<file path="config.mk">
export PLATFORM = sky130hd
export DESIGN_NAME = tick_period_monitor
export DESIGN_NICKNAME = d
export VERILOG_FILES = /design/src/rtl/tick_period_monitor.sv
export SDC_FILE = /design/constraint.sdc
export NUM_CORES = 1
export LEC_CHECK = 0
export ABC_AREA = 1
export BUFFER_PORTS_ARGS = -buffer_cell sky130_fd_sc_hd__buf_2
export CORE_MARGIN = 2
export CORE_UTILIZATION = 39
export CTS_BUF_LIST = sky130_fd_sc_hd__clkbuf_4 sky130_fd_sc_hd__clkbuf_8
export DETAILED_ROUTE_END_ITERATION = 8
export MAX_ROUTING_LAYER = met4
export SLEW_MARGIN = 0
export SYNTH_ARGS = -nofsm -noshare
export SYNTH_HDL_FRONTEND = slang
export SYNTH_SLANG_ARGS = --single-unit
export TNS_END_PERCENT = 5
</file>
<file path="constraint.sdc">
create_clock -name clkin -period 4.9 [get_ports clkin]
set_clock_uncertainty 0.2 [all_clocks]
set_input_delay 0.735 -clock clkin [delete_from_list [all_inputs] [get_ports clkin]]
set_output_delay 0.735 -clock clkin [all_outputs]
set_load 0.005 [all_outputs]
</file>
<file path="src/rtl/tick_period_monitor.sv">
// rtl/tick_period_monitor.sv - measures tick-to-tick period, checks tolerance, reports lock and timeout
// Two-state measurement FSM; all outputs are registered on the edge-sampling posedge.
module tick_period_monitor #(
  parameter int CW             = 22,
  parameter int TIMEOUT_CYCLES = 4000000,
  parameter int LOCK_COUNT     = 3
) (
  input  logic          clkin,
  input  logic          resetn,
  input  logic          tick_in,
  input  logic [CW-1:0] expected,
  input  logic [7:0]    tol,
  output logic [CW-1:0] period,
  output logic          period_valid,
  output logic          in_range,
  output logic          locked,
  output logic          timeout
);

  typedef enum logic {
    S_IDLE    = 1'b0,
    S_MEASURE = 1'b1
  } state_t;

  localparam logic [CW-1:0] CNT_ONE    = {{(CW-1){1'b0}}, 1'b1};
  localparam logic [CW-1:0] CNT_LIMIT  = CW'(TIMEOUT_CYCLES);
  localparam logic [3:0]    LOCK_LIMIT = 4'(LOCK_COUNT);
  localparam logic [CW:0]   DIFF_ONE   = {{CW{1'b0}}, 1'b1};

  state_t          r_state;
  logic [CW-1:0]   r_cnt;
  logic            r_tick_q;
  logic [3:0]      r_lock_cnt;

  logic            w_edge;
  logic signed [CW:0] w_diff;
  logic [CW:0]     w_abs;
  logic [CW:0]     w_tol_ext;
  logic            w_in_range;
  logic [3:0]      w_lock_next;

  assign w_edge = tick_in & ~r_tick_q;

  // Deviation is taken in CW+1 signed bits so a count below expected stays representable.
  assign w_diff      = $signed({1'b0, r_cnt}) - $signed({1'b0, expected});
  assign w_abs       = w_diff[CW] ? (~w_diff + DIFF_ONE) : w_diff;
  assign w_tol_ext   = {{(CW-7){1'b0}}, tol};
  assign w_in_range  = (w_abs <= w_tol_ext);
  assign w_lock_next = !w_in_range               ? 4'd0 :
                       (r_lock_cnt == LOCK_LIMIT) ? LOCK_LIMIT :
                                                    r_lock_cnt + 4'd1;

  always_ff @(posedge clkin or negedge resetn) begin
    if (!resetn) begin
      r_state      <= S_IDLE;
      r_cnt        <= '0;
      r_tick_q     <= 1'b0;
      r_lock_cnt   <= 4'd0;
      period       <= '0;
      period_valid <= 1'b0;
      in_range     <= 1'b0;
      locked       <= 1'b0;
      timeout      <= 1'b0;
    end else begin
      r_tick_q     <= tick_in;
      period_valid <= 1'b0;
      case (r_state)
        S_IDLE: begin
          r_cnt <= '0;
          if (w_edge) begin
            r_state <= S_MEASURE;
            r_cnt   <= CNT_ONE;
            timeout <= 1'b0;
          end
        end
        S_MEASURE: begin
          // An edge always wins over an expiring count on the same cycle.
          if (w_edge) begin
            period       <= r_cnt;
            r_cnt        <= CNT_ONE;
            period_valid <= 1'b1;
            in_range     <= w_in_range;
            r_lock_cnt   <= w_lock_next;
            locked       <= (w_lock_next == LOCK_LIMIT);
          end else if (r_cnt == CNT_LIMIT) begin
            timeout    <= 1'b1;
            r_state    <= S_IDLE;
            r_cnt      <= '0;
            r_lock_cnt <= 4'd0;
            locked     <= 1'b0;
          end else begin
            r_cnt <= r_cnt + CNT_ONE;
          end
        end
        default: begin
          r_state <= S_IDLE;
          r_cnt   <= '0;
        end
      endcase
    end
  end

endmodule

</file>
**Word-level counts from Yosys, hierarchy flattened**

Index checks and enable logic that the tools add are counted.

- Memory bits (read-only): 0
- Output and inout bits: 26
- Logic and storage cells: 48
- Register bits after elaboration: 54
- RAM bits: 0
- Memories: 0
- Latch bits: 0

- Reduce and logical (&&, ||, !) cells: 4
- Magnitude comparators: 1
- Multipliers: 0
- Bitwise logic cells: 4
- Div/mod/pow operators: 0
- Multiplexer cells: 20
- Eq/ne operators: 6
- Shift operators: 0
- Add/subtract/negate cells: 4

Operators by type and width:

| operator | number |
|---|---|
| 2-to-1 mux 22 bit | 2 |
| case mux 22 bit (2 select lines) | 1 |
| adder 23 x 1 -> 23 bit (second input constant) | 1 |
| less-or-equal comparator 23 x 8 -> 1 bit | 1 |
| 2-to-1 mux 23 bit | 1 |
| inverter 23 bit | 1 |
| subtractor 22 x 22 -> 23 bit | 1 |
| adder 22 x 1 -> 22 bit (second input constant) | 1 |
| equality test 22 bit (second input constant) | 1 |
| 2-to-1 mux 4 bit | 4 |
| 2-to-1 mux 1 bit | 10 |
| equality test 4 x 2 -> 1 bit (second input constant) | 2 |
| adder 4 x 1 -> 4 bit (second input constant) | 1 |
| != test 2 bit (second input constant) | 2 |
| case mux 1 bit (2 select lines) | 2 |
| AND reduction 2 bit | 2 |
| AND reduction 3 bit | 1 |
| != test 2 x 1 -> 1 bit (second input constant) | 1 |
| inverter 1 bit | 2 |
| nonzero test 2 bit | 1 |
| AND 1 bit | 1 |

**Longest topological paths before layout**

Gate-level depths: netlist of the first run.

- Word-level depth: 8
- Gate-level depth with buffers: 33

**Worst setup path after synthesis of the first run**

OpenSTA, ideal clock, no wires.

- Kind: in2reg
- Start: input expected[0]
- End: register locked
- Path slack: 0.710 ns
- Stages on the path: 32
- Arrival: 3.926 ns
- Setup time: 0.065 ns
- Path through: ha_1 inv_1 fa_1 nand2_2 nand2_2 nand3_2 nand2_1 nand3_1 nand2_2 nand2_2 nand2_4 inv_4 buf_2 nand2_1 xor2_1 ha_1 nand2_1 inv_1 nand4_1 o211ai_1 a21o_1 inv_1 o21ai_1 nor2_1 nand2_1 nor2_1 nand2_1 nor2_2 nand4_2 nor2_2 nand2_1 nand2_1

- Word-level cells in the longest chain between the ends: 8

RTL lines:

| element | RTL line | text |
|---|---|---|
| start: declaration | 11 | `input logic [CW-1:0] expected,` |
| subtractor 22 x 22 -> 23 bit * | 45 | `assign w_diff = $signed({1'b0, r_cnt}) - $signed({1'b0, expected});` |
| inverter 23 bit | 46 | `assign w_abs = w_diff[CW] ? (~w_diff + DIFF_ONE) : w_diff;` |
| adder 23 x 1 -> 23 bit | 46 |  |
| 2-to-1 mux 23 bit * | 46 |  |
| less-or-equal comparator 23 x 8 -> 1 bit * | 48 | `assign w_in_range = (w_abs <= w_tol_ext);` |
| 2-to-1 mux 4 bit * | 49 | `assign w_lock_next = !w_in_range ? 4'd0 :` |
| equality test 4 x 2 -> 1 bit * | 84 | `locked <= (w_lock_next == LOCK_LIMIT);` |
| 2-to-1 mux 1 bit * | 78 | `if (w_edge) begin` |
| end signal: assignment | 84 |  |
| end: declaration | 16 | `output logic locked,` |

Mark *: on every way between the ends. The rest lies on a longest branch, timed or not.
A chain may end at the register's enable or synchronous reset.

**Final worst setup path of the first run**

- Start: register r_cnt[0]
- End: register locked

- Word-level cells in the longest chain between the ends: 8
- Elaborated cells between the ends (all ways): 11
- Those cells by class: 2 x add/sub; 1 x order compare; 2 x eq/ne; 3 x mux; 1 x bitwise; 2 x reduce/logical

RTL lines:

| element | RTL line | text |
|---|---|---|
| start: declaration | 31 | `logic [CW-1:0] r_cnt;` |
| start signal: assignment | 92 | `r_cnt <= r_cnt + CNT_ONE;` |
| subtractor 22 x 22 -> 23 bit | 45 |  |
| inverter 23 bit | 46 |  |
| adder 23 x 1 -> 23 bit | 46 |  |
| 2-to-1 mux 23 bit | 46 |  |
| less-or-equal comparator 23 x 8 -> 1 bit | 48 |  |
| 2-to-1 mux 4 bit | 49 |  |
| equality test 4 x 2 -> 1 bit | 84 |  |
| 2-to-1 mux 1 bit | 78 |  |

Parallel ways exist; a longest one is shown, timed or not.

==> metrics.yaml, run 1 <==
outcome:
  status: "completed"
synthesis:
  ys.flop_type: "dfrtp_1"
  synth_cells: 761
  ys_seq_area_share_pct: 27.38
  syn_area_sq_um: 4935
  synth_simple_gate_area_share_pct: 39.10
  ys_ff_latch: 54
  ys_async_sr_fraction_pct: 100.0
  synth_edf_count: 0
  synth-xor-area-share_pct: 4.285
  ys_warn_count: 0
  syn_nets: 829
  synth_area_per_cell_sq_um: 6.485
  ys_types: 43
  synth_top_family_by_area: "simple AND/OR/NAND/NOR gates"
  synth_compound_area_share_pct: 9.102
  synth.area.mux_share_pct: 0
  yosys.area_share.adder_pct: 9.026
worst_setup_path:
  required_ns: 4.96
  r2r-end: "locked"
  reg2reg_slack_ns: 0.63
  crit_top_cell: "nand2_1"
  crit_path_top_delay_cell: "dfrtp_1"
  crit_type: "reg2reg"
  arrival_ns: 4.33
  cp_max_fo: 26
  crit_family: "simple AND/OR/NAND/NOR gates"
  endpoint_kind: "flop"
  reg2reg_depth: 32
  crit_buf_inv: 5
  r2r-start: "r_cnt[0]"
  cp_slowest_stage_delay_ns: 0.43
  critPathLaunchType: "flop"
detailed_routing:
  vias: 4681
  totalWireLength_microns: 11690
  wl_per_cell_microns: 11.78
  vias_per_cell: 4.714
  firstDrtPassIters: 4
  ant_nets: 0
  drtIter0Drc: 176
  drc: 0
placement:
  dp_hpwl_microns: 9694
  io_buffers: 58
  globalplace.congestion: 0.8762
clock_network:
  clkTransAtPathRegs_ns: 0.10
  cts_tree: "yes"
  ctsLongestPathBuffers: 2
  numCtsBuffers: 5
  hold_buffers: 0
  htree_levels: 2
  clock-root-buffer: "clkbuf_8"
  cts_setup_buffers: 0
  clkLatencyLatePin_ns: 0.32
  numClockSinks: 54
  post_cts_resize_count: 0
grt:
  grt_max_degree: 55
  grt_overflow: 0
  grt_pass1_wl_microns: 20280
  antenna_found_initial: 0
  track_usage_pct: 19.06
  grt_pass1_vias: 4448
power_and_ir_drop:
  p_per_area_nw_per_um2: 236.2
  ir_drop_uv: 240.7
  p_leak_nw: 3.128
  p_total_mw: 1.308
cells_and_area:
  area_delta_synth_final_pct: 12.22
  diodes: 0
  most-common-layout-cells: "nand2_1, inv_1, nor2_1, buf_2"
  final_core_util_pct: 44.42
  layout_commonest_cell: "nand2_1"
  drive_gt1_share_pct: 14.74
  nets: 888
die:
  die_h_microns: 116.5
  coreArea_sq_um: 12470
  row_count: 41
  io_pins: 59
  die_area_sq_um: 13570
  die_x_microns: 116.5
  initial_utilization_pct: 39.59
timing:
  finalCriticalPeriod_ns: 4.267
  fin_crit_sh_pct: 87.09
  finalSetupViolCount: 0
  worstMarginPinSlew_ns: 0.9869
  finalMaxSlewViolations: 0
  rsz0062_at_grt: "no"
  slew_headroom_pct: 33.80
  fmax_mhz: 234.3
  hold_viol: 0
  timing.setup.tns_ns: 0
min_path:
  hp-start: "period[19]"
  hold_depth: 2
  holdPathEnd: "period[19]"
  hp-class: "reg2reg"
job:
  timing.max_cap.violations: 0
## Yosys cell counts (all sizes together), types with 2 or more instances
| cell | number | share of area (%) |
|---|---|---|
| nand2 | 239 | 20 |
| inv | 134 | 10 |
| nor2 | 85 | 7.3 |
| nand3 | 59 | 6.5 |
| dfrtp | 54 | 27 |
| o21ai | 38 | 3.9 |
| ha | 34 | 8.6 |
| a21oi | 25 | 2.8 |
| xor2 | 17 | 3.4 |
| nand4 | 16 | 2.2 |
| nor3 | 15 | 1.6 |
| nor4 | 7 | 0.89 |
| clkbuf | 6 | 0.46 |
| xnor2 | 5 | 0.89 |
| nand3b | 4 | 0.61 |
| a211oi | 3 | 0.46 |
| a21o | 3 | 0.46 |
| nor3b | 3 | 0.46 |
| a21boi | 2 | 0.30 |
| a31oi | 2 | 0.25 |
| buf | 2 | 0.33 |
| o31ai | 2 | 0.30 |
## registers in the layout, summed over array words and instances, names as in the netlist
signal and flops:
period_valid 1, timeout 1, r_cnt 22, locked 1, period 22, r_state 1, r_lock_cnt 4, in_range 1
r_tick_q 1
## worst max-delay path by stage
stage,from,to,slack [ns],depth (start not counted)
2_1_floorplan,expected[0],locked,0.71,32
3_3_place_gp,expected[0],locked,0.24,32
3_5_place_dp,expected[0],locked,0.15,32
4_1_cts,r_cnt[0],locked,0.30,32
5_1_grt,r_cnt[0],locked,0.06,32
6_report,r_cnt[0],locked,0.63,32
## cells by family (layout without fill, tap and decap cells)
logic type / after synthesis / count (layout)
xor+xnor: 22 / 22
simple gates: 428 / 428
compound gates: 79 / 79
fa+ha+maj: 35 / 35
buf+inv: 143 / 203
flops: 54 / 54
## power breakdown
group / internal, mW / total (mW) / switching [mW] / leakage (nW)
Sequential: 0.472 / 0.500 / 0.0288 / 0.733
Combinational: 0.207 / 0.543 / 0.336 / 2.34
Clock: 0.120 / 0.264 / 0.144 / 0.0517
## area by class of cell
cell class,instances,area [sq um]
clock inverter,1,5.005
fill,1342,6928
timing repair buffer,60,305.3
clock buffer,7,90.09
sequential,54,1351
inverter,135,511.7
tap,172,215.2
multi-input combinational,564,3059
## layer usage
metal | global-route usage (%) | share of wire, % | vias up
met5 | - | 0 | -
met2 | 30.81 | 46 | 49
met4 | 5.794 | 1.9 | 0
li1 | - | - | 2533
met1 | 25.47 | 50 | 2085
met3 | 1.713 | 2.1 | 14
## stage by stage
step	cells	cell area, sq um	setup slack (ns)	hold WS [ns]
6_report	993	5538	0.6326	0.2778
3_5_place_dp	985	5424	0.1509	0.2614
3_3_place_gp	985	5424	0.2373	0.2596
2_1_floorplan	761	4935	0.7095	0.2394
4_1_cts	993	5519	0.3022	0.2850
5_1_grt	993	5538	0.05577	0.3074
## worst reg2reg max path: cells and delay by family, from the launching register on
kind	cells	cell delay, ns
AND/OR/NAND/NOR	20	1.84
adder cells (fa/ha/maj)	3	0.85
buffers and inverters	5	0.46
flip-flops	1	0.43
AO/OA/AOI/OAI	3	0.29
XOR/XNOR	1	0.15
No activity file was read; power rests on OpenSTA's default activity.
==> run 2: changes to the inputs <==
==> constraint.sdc (replaced) <==
create_clock -name clkin -period 4.2 [get_ports clkin]
set_clock_uncertainty 0.2 [all_clocks]
set_input_delay 0.63 -clock clkin [delete_from_list [all_inputs] [get_ports clkin]]
set_output_delay 0.63 -clock clkin [all_outputs]
set_load 0.005 [all_outputs]
==> run 2 against run 1 <==
Compared with the run above:
- die area stayed put
- register-to-register slack worse by 0.44 ns
- utilization is 3.8 points higher
- cell area is 8.6% higher
- highest routed layer unchanged
==> metrics.yaml, run 2 (synthesized netlist as in run 1, its figures left out) <==
timing:
  finalMaxSlewViolations: 0
  worstMarginPinSlew_ns: 0.8889
  slew_headroom_pct: 40.74
  finalCriticalPeriod_ns: 4.004
  fin_ws_ns: 0.1958
  hold-worst-slack_ns: 0.2358
  fmax_mhz: 249.7
  fin_crit_sh_pct: 95.34
  rsz0062_at_grt: "yes"
  hold_viol: 0
  finalSetupViolCount: 0
worst_setup_path:
  critPathLaunchType: "flop"
  crit_path_top_delay_cell: "fa_2"
  endpoint_kind: "flop"
  cp_max_fo: 5
  required_ns: 4.26
  arrival_ns: 4.06
  crit_type: "reg2reg"
  crit_top_cell: "nand2_1"
  cp_slowest_stage_delay_ns: 0.52
die:
  coreArea_sq_um: 12470
  die_x_microns: 116.5
  die_area_sq_um: 13570
  die_h_microns: 116.5
  initial_utilization_pct: 39.59
  row_count: 41
  io_pins: 59
cells_and_area:
  drive_gt1_share_pct: 22.08
  area_delta_synth_final_pct: 21.83
  diodes: 0
  most-common-layout-cells: "nand2_1, inv_1, nor2_1, buf_2, buf_4"
  final_cell_area_sq_um: 6012
  final_core_util_pct: 48.23
  reg_top3: "period (22), r_cnt (22), r_lock_cnt (4)"
  layout_commonest_cell: "nand2_1"
  nets: 942
  final_cells: 1046
placement:
  globalplace.congestion: 0.8812
  placedCellCount: 1038
  placed_cell_area_sq_um: 5822
  pre_cts_slack_ns: -0.1551
  dp_hpwl_microns: 10270
  io_buffers: 58
detailed_routing:
  drtIter0Drc: 194
  ant_nets: 0
  wl_met2_microns: 5812
  met1_length_microns: 6058
  totalWireLength_microns: 12270
  firstDrtPassIters: 4
  wl_per_cell_microns: 11.73
  drc: 0
  top_layer: "met4"
  dr_wl_met3_microns: 280
  vias: 4894
  vias_per_cell: 4.679
power_and_ir_drop:
  clock_power_share_pct: 17.1
  p_comb_share_pct: 47.8
  switching_share_pct: 38.98
  p_int_mw: 1.006
  p_per_area_nw_per_um2: 274.2
  p_leak_nw: 3.373
  pwr-share-seq_pct: 35.1
  power.switching_mw: 0.6425
  ir_drop_uv: 266.7
grt:
  antenna_found_initial: 0
  grt_pass1_wl_microns: 21160
  grt_overflow: 0
  track_usage_pct: 19.93
  grt_pass1_vias: 4634
  grt_max_degree: 43
clock_network:
  clkTransAtPathRegs_ns: 0.09
  clkLatencyLatePin_ns: 0.31
  numCtsBuffers: 5
  htree_levels: 2
  numClockSinks: 54
  cts_tree: "yes"
  clock-root-buffer: "clkbuf_8"
  ctsLongestPathBuffers: 2
min_path:
  hp-class: "in2async"
job:
  timing.max_cap.violations: 0
outcome:
  status: "completed"
==> run 2: cell types whose count changed in the layout (fill, tap and decap cells not counted), moves of 2 or more <==
cell and change:
nor2_2 +4, buf_4 +54, nand3_2 +2, nand2_2 +3
o21ai_0 -2, inv_2 +3, ha_1 -3, nand3_1 -2
ha_4 +3, nand2_1 -3, inv_1 -3, nor2_1 -4
==> run 2: worst max-delay path, delay by kind of cell, from the launching register on <==
| kind | cells | cell delay [ns] |
|---|---|---|
| xor gates and xnor gates | 1 | 0.14 |
| DFF | 1 | 0.40 |
| buffers and inverters | 5 | 0.31 |
| and+or+nand+nor | 15 | 1.31 |
| adders and majority gates | 4 | 1.15 |
| AOI/OAI and AO/OA | 4 | 0.45 |
==> run 2: per-stage QoR <==
step	power, mW	TNS [ns]
6_report	1.648	0
5_1_grt	1.797	-0.2254
4_1_cts	1.609	-0.01120
3_5_place_dp	1.323	-0.6737
3_3_place_gp	1.319	-0.2284
2_1_floorplan	1.067	0
==> run 2: final timing paths <==
check	start	end	slack, ns	depth (start not counted)
max	r_cnt[0]	locked	0.20	29
min	resetn	r_cnt[21]	0.24	1
max reg2reg	r_cnt[0]	locked	0.20	29
min reg2reg	period[19]	period[19]	0.27	2
max in group asynchronous	resetn	period[0]	2.82	2
min in group clkin	tick_in	r_tick_q	0.24	1
==> run 2: area by class of cell <==
| cell class | instances | area, sq um |
|---|---|---|
| repair buffers | 114 | 710.7 |
| multi-input cells | 564 | 3142 |
| clock inverters | 1 | 7.507 |
| fillers | 1369 | 6454 |
| flip-flops and latches | 54 | 1351 |
| inverters | 135 | 509.2 |
| clock buffers | 6 | 76.32 |
| well taps | 172 | 215.2 |
==> run 2: what timing repair did <==
item,in CTS,in global routing
setup buffers,0,1
endpoints found under the setup margin,1,6
pin swaps,0,13
hold buffers,0,0
gates resized for setup,0,27
==> run 2: routing by layer <==
layer / vias up / GRT usage, %
met5: - / -
met1: 2190 / 26.34
li1: 2642 / -
met4: 0 / 3.730
met2: 52 / 33.91
met3: 10 / 1.557
==> run 2: power by group through the flow <==
stage	clock (mW)	sequential [mW]	combinational (mW)
global placement	0	0.589	0.730
global route	0.312	0.585	0.900
detailed placement	0	0.590	0.733
finish	0.281	0.579	0.788
CTS	0.294	0.580	0.736
floorplan	0	0.585	0.482
==> run 3: changes to the inputs <==
--- a/config.mk
+++ b/config.mk
@@ -8,7 +8,7 @@
 export ABC_AREA = 1
 export BUFFER_PORTS_ARGS = -buffer_cell sky130_fd_sc_hd__buf_2
 export CORE_MARGIN = 2
-export CORE_UTILIZATION = 39
+export CORE_UTILIZATION = 45
 export CTS_BUF_LIST = sky130_fd_sc_hd__clkbuf_4 sky130_fd_sc_hd__clkbuf_8
 export DETAILED_ROUTE_END_ITERATION = 8
 export MAX_ROUTING_LAYER = met4
==> constraint.sdc (replaced) <==
create_clock -name clkin -period 4.7 [get_ports clkin]
set_clock_uncertainty 0.2 [all_clocks]
set_input_delay 0.705 -clock clkin [delete_from_list [all_inputs] [get_ports clkin]]
set_output_delay 0.705 -clock clkin [all_outputs]
set_load 0.005 [all_outputs]
==> run 3 against run 2 <==
Compared with the run above:
- clock power is 32% higher
- global-route usage is 1.9 points higher
- first-iteration DRC count is 23% higher
- critical path type unchanged
==> metrics.yaml, run 3 (synthesized netlist as in run 1, its figures left out) <==
clock_network:
  numClockSinks: 54
  hold_buffers: 0
  clock-root-buffer: "clkbuf_8"
  numCtsBuffers: 5
  post_cts_resize_count: 0
  clkLatencyLatePin_ns: 0.32
  ctsLongestPathBuffers: 2
  cts_setup_buffers: 0
  htree_levels: 2
  clkTransAtPathRegs_ns: 0.10
  cts_tree: "yes"
grt:
  grt_util_met2_pct: 37.54
  antenna_found_initial: 0
  grt_util_met1_pct: 27.56
  gr-max-usage-layer: "met2"
  grt_pass1_vias: 4569
  grt_pass1_wl_microns: 20240
  grt_max_degree: 55
  grtUsageMet3_pct: 2.271
  grt_overflow: 0
  track_usage_pct: 21.81
die:
  io_pins: 59
  initial_utilization_pct: 45.72
  die_x_microns: 108.7
  die_area_sq_um: 11820
  die_h_microns: 108.7
  coreArea_sq_um: 10790
  row_count: 38
detailed_routing:
  firstDrtPassIters: 4
  drc: 0
  totalWireLength_microns: 11870
  vias: 4819
  drtIter0Drc: 239
  wl_per_cell_microns: 12.34
  vias_per_cell: 5.009
  ant_nets: 0
timing:
  slew_headroom_pct: 35.75
  rsz0062_at_grt: "no"
  finalMaxSlewViolations: 0
  fmax_mhz: 236.5
  timing.setup.tns_ns: 0
  finalSetupViolCount: 0
  fin_ws_ns: 0.4712
  finalCriticalPeriod_ns: 4.229
  hold_viol: 0
  fin_crit_sh_pct: 89.98
  hold-worst-slack_ns: 0.2780
  worstMarginPinSlew_ns: 0.9578
placement:
  pre_cts_slack_ns: 0.07019
  dp_hpwl_microns: 9856
  globalplace.congestion: 0.8922
  placed_cell_area_sq_um: 5391
  io_buffers: 58
worst_setup_path:
  endpoint_kind: "flop"
  critPathLaunchType: "flop"
  r2r-end: "locked"
  crit_family: "simple AND/OR/NAND/NOR gates"
  crit_top_cell: "nand2_1"
  reg2reg_depth: 32
  crit_buf_inv: 4
  r2r-start: "r_cnt[0]"
  crit_path_top_delay_cell: "dfrtp_1"
  required_ns: 4.76
  crit_type: "reg2reg"
  reg2reg_slack_ns: 0.47
  cp_max_fo: 6
  arrival_ns: 4.29
  cp_slowest_stage_delay_ns: 0.43
cells_and_area:
  drive_gt1_share_pct: 14.84
  nets: 889
  reg_top3: "period (22), r_cnt (22), r_lock_cnt (4)"
  area_delta_synth_final_pct: 12.37
  diodes: 0
  final_cell_area_sq_um: 5545
  layout_commonest_cell: "nand2_1"
  most-common-layout-cells: "nand2_1, inv_1, nor2_1, buf_2"
power_and_ir_drop:
  p_int_mw: 0.9216
  ir_drop_uv: 240.8
  clock_power_share_pct: 25.3
  p_per_area_nw_per_um2: 263.8
  switching_share_pct: 37.00
  power.switching_mw: 0.5413
  p_leak_nw: 3.148
  pwr-share-seq_pct: 35.6
  p_comb_share_pct: 39.2
min_path:
  holdPathEnd: "period[19]"
  hold_depth: 2
  hp-class: "reg2reg"
  hp-start: "period[19]"
outcome:
  status: "completed"
job:
  timing.max_cap.violations: 0
run 3: cell types whose count changed in the layout (fill, tap and decap cells not counted), moves of 3 or more:
cell	delta
ha_1	+3
nor2_2	-4
nand2_2	-3
nor2_1	+4
inv_1	+3
inv_2	-3
nand2_1	+3
ha_4	-3
buf_4	-53
run 3: per-stage QoR:
step           instances  power (mW)  util, %
5_1_grt              962       1.585    51.38
3_5_place_dp         954       1.102    49.95
2_1_floorplan        761      0.9532        -
3_3_place_gp         954       1.086    49.95
4_1_cts              962       1.474    51.23
6_report             962       1.463    51.38
run 3: worst min-delay path, delay by kind of cell, from the launching register on:
kind	cells	cell delay (ns)
flip-flops	1	0.36
AND/OR/NAND/NOR	2	0.09
run 3: worst max path at each step:
stage,from,end,slack (ns),cells after the start
6_report,r_cnt[0],locked,0.47,32
5_1_grt,r_cnt[0],locked,0.02,32
4_1_cts,r_cnt[0],locked,0.25,32
3_5_place_dp,expected[0],locked,0.07,32
3_3_place_gp,expected[0],locked,0.18,32
2_1_floorplan,expected[0],locked,0.54,32
run 3: power by group through the flow:
stage	logic [mW]	registers [mW]	clock network (mW)
2_1_floorplan	0.430	0.523	0
3_3_place_gp	0.558	0.528	0
3_5_place_dp	0.574	0.528	0
4_1_cts	0.576	0.520	0.379
5_1_grt	0.665	0.524	0.395
6_report	0.573	0.520	0.370
run 3: layout make-up:
class                   instances  area (sq um)
inverters                     135         509.2
clock inverters                 3         68.82
multi-input cells             564          3059
repair buffers                 61         312.8
well taps                     140         175.2
flip-flops and latches         54          1351
fillers                      1097          5248
clock buffers                   5         68.82
run 3: layer usage:
metal  up-vias  routed length, microns  part of all wire (%)
li1       2536                       -                     -
met1      2185                    5577                    47
met2        84                    5706                    48
met3        14                     418                   3.5
met4         0                     169                   1.4
met5         -                       0                     0
